<file path="config.mk">
export PLATFORM = sky130hd
export DESIGN_NAME = opimm_sequencer
export DESIGN_NICKNAME = d
export VERILOG_FILES = /design/src/rtl/opimm_sequencer.sv
export SDC_FILE = /design/constraint.sdc
export NUM_CORES = 1
export LEC_CHECK = 0
export BUFFER_PORTS_ARGS = -buffer_cell sky130_fd_sc_hd__buf_4
export CORE_MARGIN = 1
export CORE_UTILIZATION = 51
export DETAILED_ROUTE_END_ITERATION = 10
export PLACE_DENSITY_LB_ADDON = 0.3
export SYNTH_ARGS = -nofsm -noshare
export SYNTH_HDL_FRONTEND = slang
export SYNTH_SLANG_ARGS = --single-unit
</file>
<file path="constraint.sdc">
create_clock -name i_clk -period 10.95 [get_ports i_clk]
set_input_delay 0.5475 -clock i_clk [delete_from_list [all_inputs] [get_ports i_clk]]
set_output_delay 0.5475 -clock i_clk [all_outputs]
set_load 0.01 [all_outputs]
</file>
<file path="src/rtl/opimm_sequencer.sv">
// Multi-cycle RV32I OP-IMM sequencer: fetch, decode, execute, writeback, trap.
// Optional retired-instruction counter enabled by defining RETIRE_COUNT_EN.
module opimm_sequencer #(
  parameter logic [31:0] RESET_PC       = 32'h0000_0000,
  parameter int unsigned TIMEOUT_CYCLES = 16
) (
  input  logic        i_clk,
  input  logic        i_rst_n,
  input  logic        i_start,
  output logic        o_imem_req,
  output logic [31:0] o_imem_addr,
  input  logic        i_imem_valid,
  input  logic [31:0] i_imem_rdata,
  output logic [31:0] o_instruction,
  input  logic [6:0]  i_opcode,
  input  logic [4:0]  i_rd,
  input  logic [2:0]  i_funct3,
  input  logic [4:0]  i_rs1,
  input  logic [11:0] i_immediate,
  output logic [4:0]  o_rf_raddr,
  input  logic [31:0] i_rf_rdata,
  output logic        o_rf_we,
  output logic [4:0]  o_rf_waddr,
  output logic [31:0] o_rf_wdata,
  output logic [31:0] o_pc,
  output logic        o_busy,
  output logic        o_trap,
  output logic [1:0]  o_trap_cause
`ifdef RETIRE_COUNT_EN
  ,
  output logic [31:0] o_retired
`endif
);

  localparam logic [6:0]  OPIMM     = 7'b0010011;
  localparam int unsigned CW        = (TIMEOUT_CYCLES > 1) ? $clog2(TIMEOUT_CYCLES) : 1;
  localparam logic [CW-1:0] LAST_WAIT = CW'(TIMEOUT_CYCLES - 1);

  typedef enum logic [2:0] {
    IDLE,
    FETCH,
    DECODE,
    EXECUTE,
    WRITEBACK,
    TRAP
  } state_t;

  state_t        state, next_state;
  logic [31:0]   pc_q;
  logic [31:0]   instr_q;
  logic [4:0]    rd_q;
  logic [4:0]    rs1_q;
  logic [2:0]    funct3_q;
  logic [11:0]   imm_q;
  logic [31:0]   result_q;
  logic [CW-1:0] wait_cnt;
  logic [1:0]    cause_q;
  logic [31:0]   sext;
  logic [31:0]   exec_result;
  logic          exec_illegal;
`ifdef RETIRE_COUNT_EN
  logic [31:0]   retired_q;
`endif

  // ALU for the latched OP-IMM fields; also flags reserved shift encodings
  always_comb begin
    sext         = {{20{imm_q[11]}}, imm_q};
    exec_result  = '0;
    exec_illegal = 1'b0;
    unique case (funct3_q)
      3'b000: exec_result = i_rf_rdata + sext;
      3'b010: exec_result = {31'b0, $signed(i_rf_rdata) < $signed(sext)};
      3'b011: exec_result = {31'b0, i_rf_rdata < sext};
      3'b100: exec_result = i_rf_rdata ^ sext;
      3'b110: exec_result = i_rf_rdata | sext;
      3'b111: exec_result = i_rf_rdata & sext;
      3'b001: begin
        exec_result  = i_rf_rdata << imm_q[4:0];
        exec_illegal = (imm_q[11:5] != 7'b0000000);
      end
      3'b101: begin
        if (imm_q[11:5] == 7'b0000000) begin
          exec_result = i_rf_rdata >> imm_q[4:0];
        end else if (imm_q[11:5] == 7'b0100000) begin
          exec_result = $unsigned($signed(i_rf_rdata) >>> imm_q[4:0]);
        end else begin
          exec_illegal = 1'b1;
        end
      end
      default: exec_result = '0;
    endcase
  end

  always_ff @(posedge i_clk or negedge i_rst_n) begin
    if (!i_rst_n) begin
      state <= IDLE;
    end else begin
      state <= next_state;
    end
  end

  always_comb begin
    next_state = state;
    unique case (state)
      IDLE:      if (i_start) next_state = FETCH;
      FETCH: begin
        if (i_imem_valid)               next_state = DECODE;
        else if (wait_cnt == LAST_WAIT) next_state = TRAP;
      end
      DECODE:    next_state = (i_opcode != OPIMM) ? TRAP : EXECUTE;
      EXECUTE:   next_state = exec_illegal ? TRAP : WRITEBACK;
      WRITEBACK: next_state = FETCH;
      TRAP:      next_state = TRAP;
      default:   next_state = IDLE;
    endcase
  end

  always_comb begin
    o_imem_req = (state == FETCH);
    o_busy     = (state != IDLE) && (state != TRAP);
    o_trap     = (state == TRAP);
    o_rf_we    = (state == WRITEBACK) && (rd_q != 5'd0);
    o_rf_waddr = (state == WRITEBACK) ? rd_q : '0;
    o_rf_wdata = (state == WRITEBACK) ? result_q : '0;
  end

  always_ff @(posedge i_clk or negedge i_rst_n) begin
    if (!i_rst_n) begin
      pc_q      <= RESET_PC;
      instr_q   <= '0;
      rd_q      <= '0;
      rs1_q     <= '0;
      funct3_q  <= '0;
      imm_q     <= '0;
      result_q  <= '0;
      wait_cnt  <= '0;
      cause_q   <= '0;
`ifdef RETIRE_COUNT_EN
      retired_q <= '0;
`endif
    end else begin
      unique case (state)
        IDLE: wait_cnt <= '0;
        FETCH: begin
          if (i_imem_valid) begin
            instr_q <= i_imem_rdata;
          end else if (wait_cnt == LAST_WAIT) begin
            cause_q <= 2'd2;
          end else begin
            wait_cnt <= wait_cnt + 1'b1;
          end
        end
        DECODE: begin
          if (i_opcode != OPIMM) begin
            cause_q <= 2'd1;
          end else begin
            rd_q     <= i_rd;
            rs1_q    <= i_rs1;
            funct3_q <= i_funct3;
            imm_q    <= i_immediate;
          end
        end
        EXECUTE: begin
          if (exec_illegal) cause_q <= 2'd1;
          else              result_q <= exec_result;
        end
        WRITEBACK: begin
          pc_q      <= pc_q + 32'd4;
          wait_cnt  <= '0;
`ifdef RETIRE_COUNT_EN
          retired_q <= retired_q + 32'd1;
`endif
        end
        default: ;
      endcase
    end
  end

  assign o_pc          = pc_q;
  assign o_imem_addr   = pc_q;
  assign o_instruction = instr_q;
  assign o_rf_raddr    = rs1_q;
  assign o_trap_cause  = cause_q;
`ifdef RETIRE_COUNT_EN
  assign o_retired     = retired_q;
`endif

endmodule

</file>
==> results of run 1 <==
[final cells by class]
| type | count | area [µm²] |
|---|---|---|
| multi-input cells | 1267 | 9814 |
| clock buffers | 17 | 425.4 |
| flip-flops and latches | 128 | 3213 |
| fillers | 2421 | 10790 |
| well taps | 372 | 465.4 |
| inverters | 69 | 259.0 |
| clock inverters | 15 | 160.2 |
| repair buffers | 262 | 1971 |
[cell families after synthesis]
family	count (synthesis)
compound gates	421
fa+ha+maj	100
other cells	1
simple gates	518
xor+xnor	39
buf+inv	245
mux	185
flops	128
[worst min-delay path by stage]
stage,from,to,cells after the start
detailed placement,result_q[10],result_q[10],2
global placement,result_q[5],result_q[5],2
floorplan,i_rst_n,funct3_q[0],0
global route,i_rst_n,result_q[29],1
finish,i_rst_n,result_q[29],1
CTS,i_rst_n,result_q[29],1
[cell usage after synthesis (all sizes together) (41+ instances only)]
cell type	number	area share
a21oi	100	0.035
and2	45	0.020
buf	83	0.037
clkbuf	93	0.025
dfrtp	128	0.23
ha	99	0.088
inv	67	0.018
mux2	71	0.057
mux4	78	0.12
nand2	163	0.043
nand3	41	0.015
nor2	132	0.035
o21ai	114	0.040
[sequential cells by signal, summed over array words and instances (netlist names)]
name,flops
o_instruction,32
result_q,32
o_imem_addr,30
imm_q,12
o_rf_raddr,5
rd_q,5
wait_cnt,4
funct3_q,3
state,3
o_trap_cause,2
[report_power, final]
part           internal (mW)  leakage (nW)  switching, mW  total, mW
clock network          0.307         0.286          0.268      0.574
registers              0.610          1.59          0.111      0.721
logic                  0.453          5.30          0.510      0.963
total                   1.37          7.18          0.889       2.26
[metal layers]
metal | wire length, µm | share of wire | global-route usage | vias to the layer above
met1 | 21160 | 0.41 | 0.5145 | 6764
met3 | 5704 | 0.11 | 0.06383 | 137
met4 | 1886 | 0.036 | 0.1360 | 0
met5 | 0 | 0 | 0 | -
li1 | - | - | - | 6182
met2 | 22960 | 0.44 | 0.5531 | 941
==> impl_metrics.tcl, run 1 <==
set metrics [dict create \
    place_ws_ns 6.697 \
    crit_arrival_ns 4.70 \
    rr_startpoint "imm_q[2]" \
    io_buffers 239 \
    drt-pass1-iter-count 5 \
    syn_avg_cell_area_um2 8.636 \
    start_util 0.5217 \
    syn_to_final_growth_pct 15.36 \
    overflow 0 \
    end_kind "register" \
    ys_types 87 \
    cts.hold.buffers_added 0 \
    p_per_area_mw_per_mm2 138.5 \
    max_cap_violations 0 \
    synth-xor-area-share 0.02416 \
    numCtsBuffers 17 \
    rsz0062_at_grt "false" \
    grt.total_usage 0.3627 \
    power_leakage_nw 7.179 \
    root_buffer "clkbuf_16" \
    ctsHtreeMaxLevel 4 \
    status "finished, final reports clean" \
    syn_area_mm2 0.01414 \
    finalHoldViolCount 0 \
    crit_end "result_q[30]" \
    cts_sinks 128 \
    crit_path_top_delay_cell "buf_4" \
    ant_nets 0 \
    setup_violations 0 \
    dp_hpwl_um 37770 \
    slew_headroom 0.1105 \
    vias 14020 \
    worst_clock_skew_ns 0.02328 \
    post-route-util 0.6018 \
    slew_violations 0 \
    critPathLaunch "imm_q[2]" \
    grt_pass1_wl_um 79380 \
    path_depth 11 \
    nNetsFinal 1945 \
    synth_cells 1637 \
    async_reset_ff_frac 1.000 \
    r2r_slack_ns 6.58 \
    path_cells "buf_4, clkinv_1, buf_4, ha_1, nand2b_1, a211oi_1, o21ai_0, a211oi_1, o21ai_1, o311a_1, a221oi_1" \
    min_path_type "in2async" \
    worstPathMaxFanout 65 \
    dp.cells 2098 \
    synth_compound_area_frac 0.1967 \
    die_x_um 168.5 \
    drc_errors 0 \
    synth.yosys.warnings 0 \
    ys_ff_latch 128 \
    slowest_delay_ns 0.59 \
    synth_top_family_by_area "multiplexers" \
    worst_r2r_path_depth 11 \
    cts_setup_buffers 0 \
    wirelength_um 51710 \
    grt_pass1_vias 13250 \
    cts-resized-gates 0 \
    timing.final.crit_share 0.3992 \
    synthAdderAreaFrac 0.08903 \
    worstSkewPairLatency_ns 0.43 \
    synthMuxAreaShare 0.2063 \
    p_total_mw 2.258 \
    diodes 0 \
    tritoncts "yes" \
    io_pins 244 \
    min_period_ns 4.371 \
    cts.clk_slew.worst_paths_ns 0.07 \
    timing.rr.end "result_q[30]" \
    die_y_um 168.5 \
    finalInstanceArea_mm2 0.01631 \
    core-area_mm2 0.02710 \
    instances_no_fill 2130 \
    mostFrequentLayoutCell "buf_4" \
    critPathBufInv 3 \
    drt_iter0_markers 1946 \
    fin_hold_ws_ns 0.1145 \
    worstMarginPinSlew_ns 1.329 \
    antenna_found_initial 1 \
    synth_edf_count 0 \
    cts_max_path_buffers 2 \
    synth-simple-area-share 0.1764 \
    most-common-layout-cells "buf_4, nand2_1, nor2_1" \
    wl_per_cell_um 24.28 \
    fin_tns_setup_ns 0 \
    fp.dieArea_mm2 0.02839 \
    peakVddDrop_uv 92.11 \
    ys_seq_area_frac 0.2266 \
    setup_ws_ns 6.579 \
    rows 60 \
    drive_gt1_frac 0.2679 \
    crit_path_start_kind "register" \
    crit_family "compound AO/OA/AOI/OAI gates" \
    crit_type "reg2reg" \
    synth_flop_cell "dfrtp_1" \
    required_ns 11.28 \
    grt_max_degree 75 \
    routabilityCongestion 1.083 \
    fmax_mhz 228.8 \
    vias_per_cell 6.584 \
    dpl_cell_area_mm2 0.01572 \
]
No activity file was read; power rests on OpenSTA's default activity.
==> run 2: changes to the inputs <==
clock period = 3.5 ns   (was 10.95 ns; I/O delays follow)
==> impl_metrics.tcl, run 2 (synthesis gave the netlist of run 1 again) <==
set metrics [dict create \
    timing.final.crit_share 0.9518 \
    min_period_ns 3.331 \
    grt_pass1_vias 13680 \
    drive_gt1_frac 0.2818 \
    worst_r2r_path_depth 11 \
    internal_power_mw 4.365 \
    ant_nets 0 \
    vias_per_cell 6.521 \
    p_per_area_mw_per_mm2 418.3 \
    peakVddDrop_uv 362.5 \
    netSwitchingFraction 0.3967 \
    rows 60 \
    dpl_cell_area_mm2 0.01616 \
    p_total_mw 7.236 \
    drt_iter0_markers 1682 \
    drc_errors 0 \
    routabilityCongestion 1.034 \
    dp.cells 2149 \
    pwr-share-clk 0.249 \
    crit_type "reg2reg" \
    io_buffers 239 \
    status "finished, final reports clean" \
    cts_sinks 128 \
    instances_no_fill 2236 \
    root_buffer "clkbuf_16" \
    fp.dieArea_mm2 0.02839 \
    mostFrequentLayoutCell "buf_4" \
    start_util 0.5217 \
    grt_pass1_wl_um 82000 \
    p_sw_mw 2.870 \
    worst_clock_skew_ns 0.02373 \
    drt-pass1-iter-count 5 \
    slew_violations 0 \
    required_ns 3.85 \
    p_comb_frac 0.439 \
    min_path_type "in2reg" \
    slew_headroom 0.3450 \
    vias 14580 \
    io_pins 244 \
    end_kind "register" \
    grt.total_usage 0.3793 \
    numCtsBuffers 17 \
    die_y_um 168.5 \
    most-common-layout-cells "buf_4, nand2_1, nor2_1" \
    setup_violations 0 \
    dp_hpwl_um 39830 \
    cts_max_path_buffers 2 \
    grt_max_degree 83 \
    syn_to_final_growth_pct 22.36 \
    worstPathMaxFanout 9 \
    worstSkewPairLatency_ns 0.43 \
    power_leakage_nw 7.656 \
    antenna_found_initial 0 \
    wirelength_um 54600 \
    die_x_um 168.5 \
    n_fill_cell 2323 \
    ctsHtreeMaxLevel 4 \
    cts.clk_slew.worst_paths_ns 0.07 \
    finalInstanceArea_mm2 0.01730 \
    max_cap_violations 0 \
    crit_arrival_ns 3.68 \
    nNetsFinal 2050 \
    core-area_mm2 0.02710 \
    seq_power_share 0.312 \
    crit_path_start_kind "register" \
    tritoncts "yes" \
    post-route-util 0.6383 \
    worstMarginPinSlew_ns 0.9749 \
    fin_hold_ws_ns 0.008036 \
    overflow 0 \
    hold_path_depth 2 \
    finalHoldViolCount 0 \
    fmax_mhz 300.2 \
    wl_per_cell_um 24.42 \
]
run 2: path summary, 6_finish.rpt:
| kind | from | end | slack [ns] |
|---|---|---|---|
| min in group asynchronous | i_rst_n | result_q[29] | 0.34 |
| max in group asynchronous | i_rst_n | o_instruction[29] | 2.29 |
| max reg2reg | imm_q[8] | result_q[28] | 0.17 |
| min | i_rs1[4] | o_rf_raddr[4] | 0.008 |
| min reg2reg | result_q[12] | result_q[12] | 0.48 |
| max | imm_q[8] | result_q[28] | 0.17 |
run 2: stage by stage:
| step | setup slack, ns | setup TNS, ns |
|---|---|---|
| after floorplan | -0.04550 | -0.07908 |
| after global placement | 0.3107 | 0 |
| after detailed placement | 0.1713 | 0 |
| after CTS | 0.1333 | 0 |
| after global routing | -0.005569 | -0.005569 |
| final | 0.1686 | 0 |
run 2: timing repair:
| action | in CTS | in global routing |
|---|---|---|
| gates resized for setup | 0 | 1 |
| hold buffers | 53 | 1 |
| hold endpoints to repair | 129 | 1 |
| endpoints found under the setup margin | 0 | 2 |
| setup buffers | 0 | 0 |
run 2: worst max-delay path, stage by stage, from the launching register on:
cell and delay (ns):
dfrtp_1 0.44, inv_1 0.09, ha_1 0.42, a21oi_1 0.48, o211ai_1 0.34, o21ai_0 0.24, buf_4 0.17, a211oi_2 0.09
o21ai_1 0.34, buf_4 0.18, nor4b_1 0.27, o32a_1 0.20
run 2: cell type report:
cell class	instances	area [µm²]	area share
antenna	1	2.502	0.0001447
clock buffer	17	425.4	0.02459
clock inverter	15	163.9	0.009476
inverter	69	262.8	0.01519
multi-input combinational	1267	9819	0.5677
sequential	128	3214	0.1858
tap	372	465.4	0.02691
timing repair buffer	367	2944	0.1702
run 2: layer usage:
layer | share of wire | GRT usage
met1 | 0.39 | 0.5059
met2 | 0.46 | 0.5917
met3 | 0.11 | 0.09048
met4 | 0.040 | 0.1569
met5 | 0 | 0
run 2: power groups by stage:
stage,logic (mW),registers [mW],clock network (mW)
2_1_floorplan,1.71,2.25,0
6_report,3.18,2.26,1.80
4_1_cts,3.09,2.23,1.81
3_3_place_gp,2.98,2.23,0
5_1_grt,3.38,2.31,1.87
3_5_place_dp,3.03,2.26,0
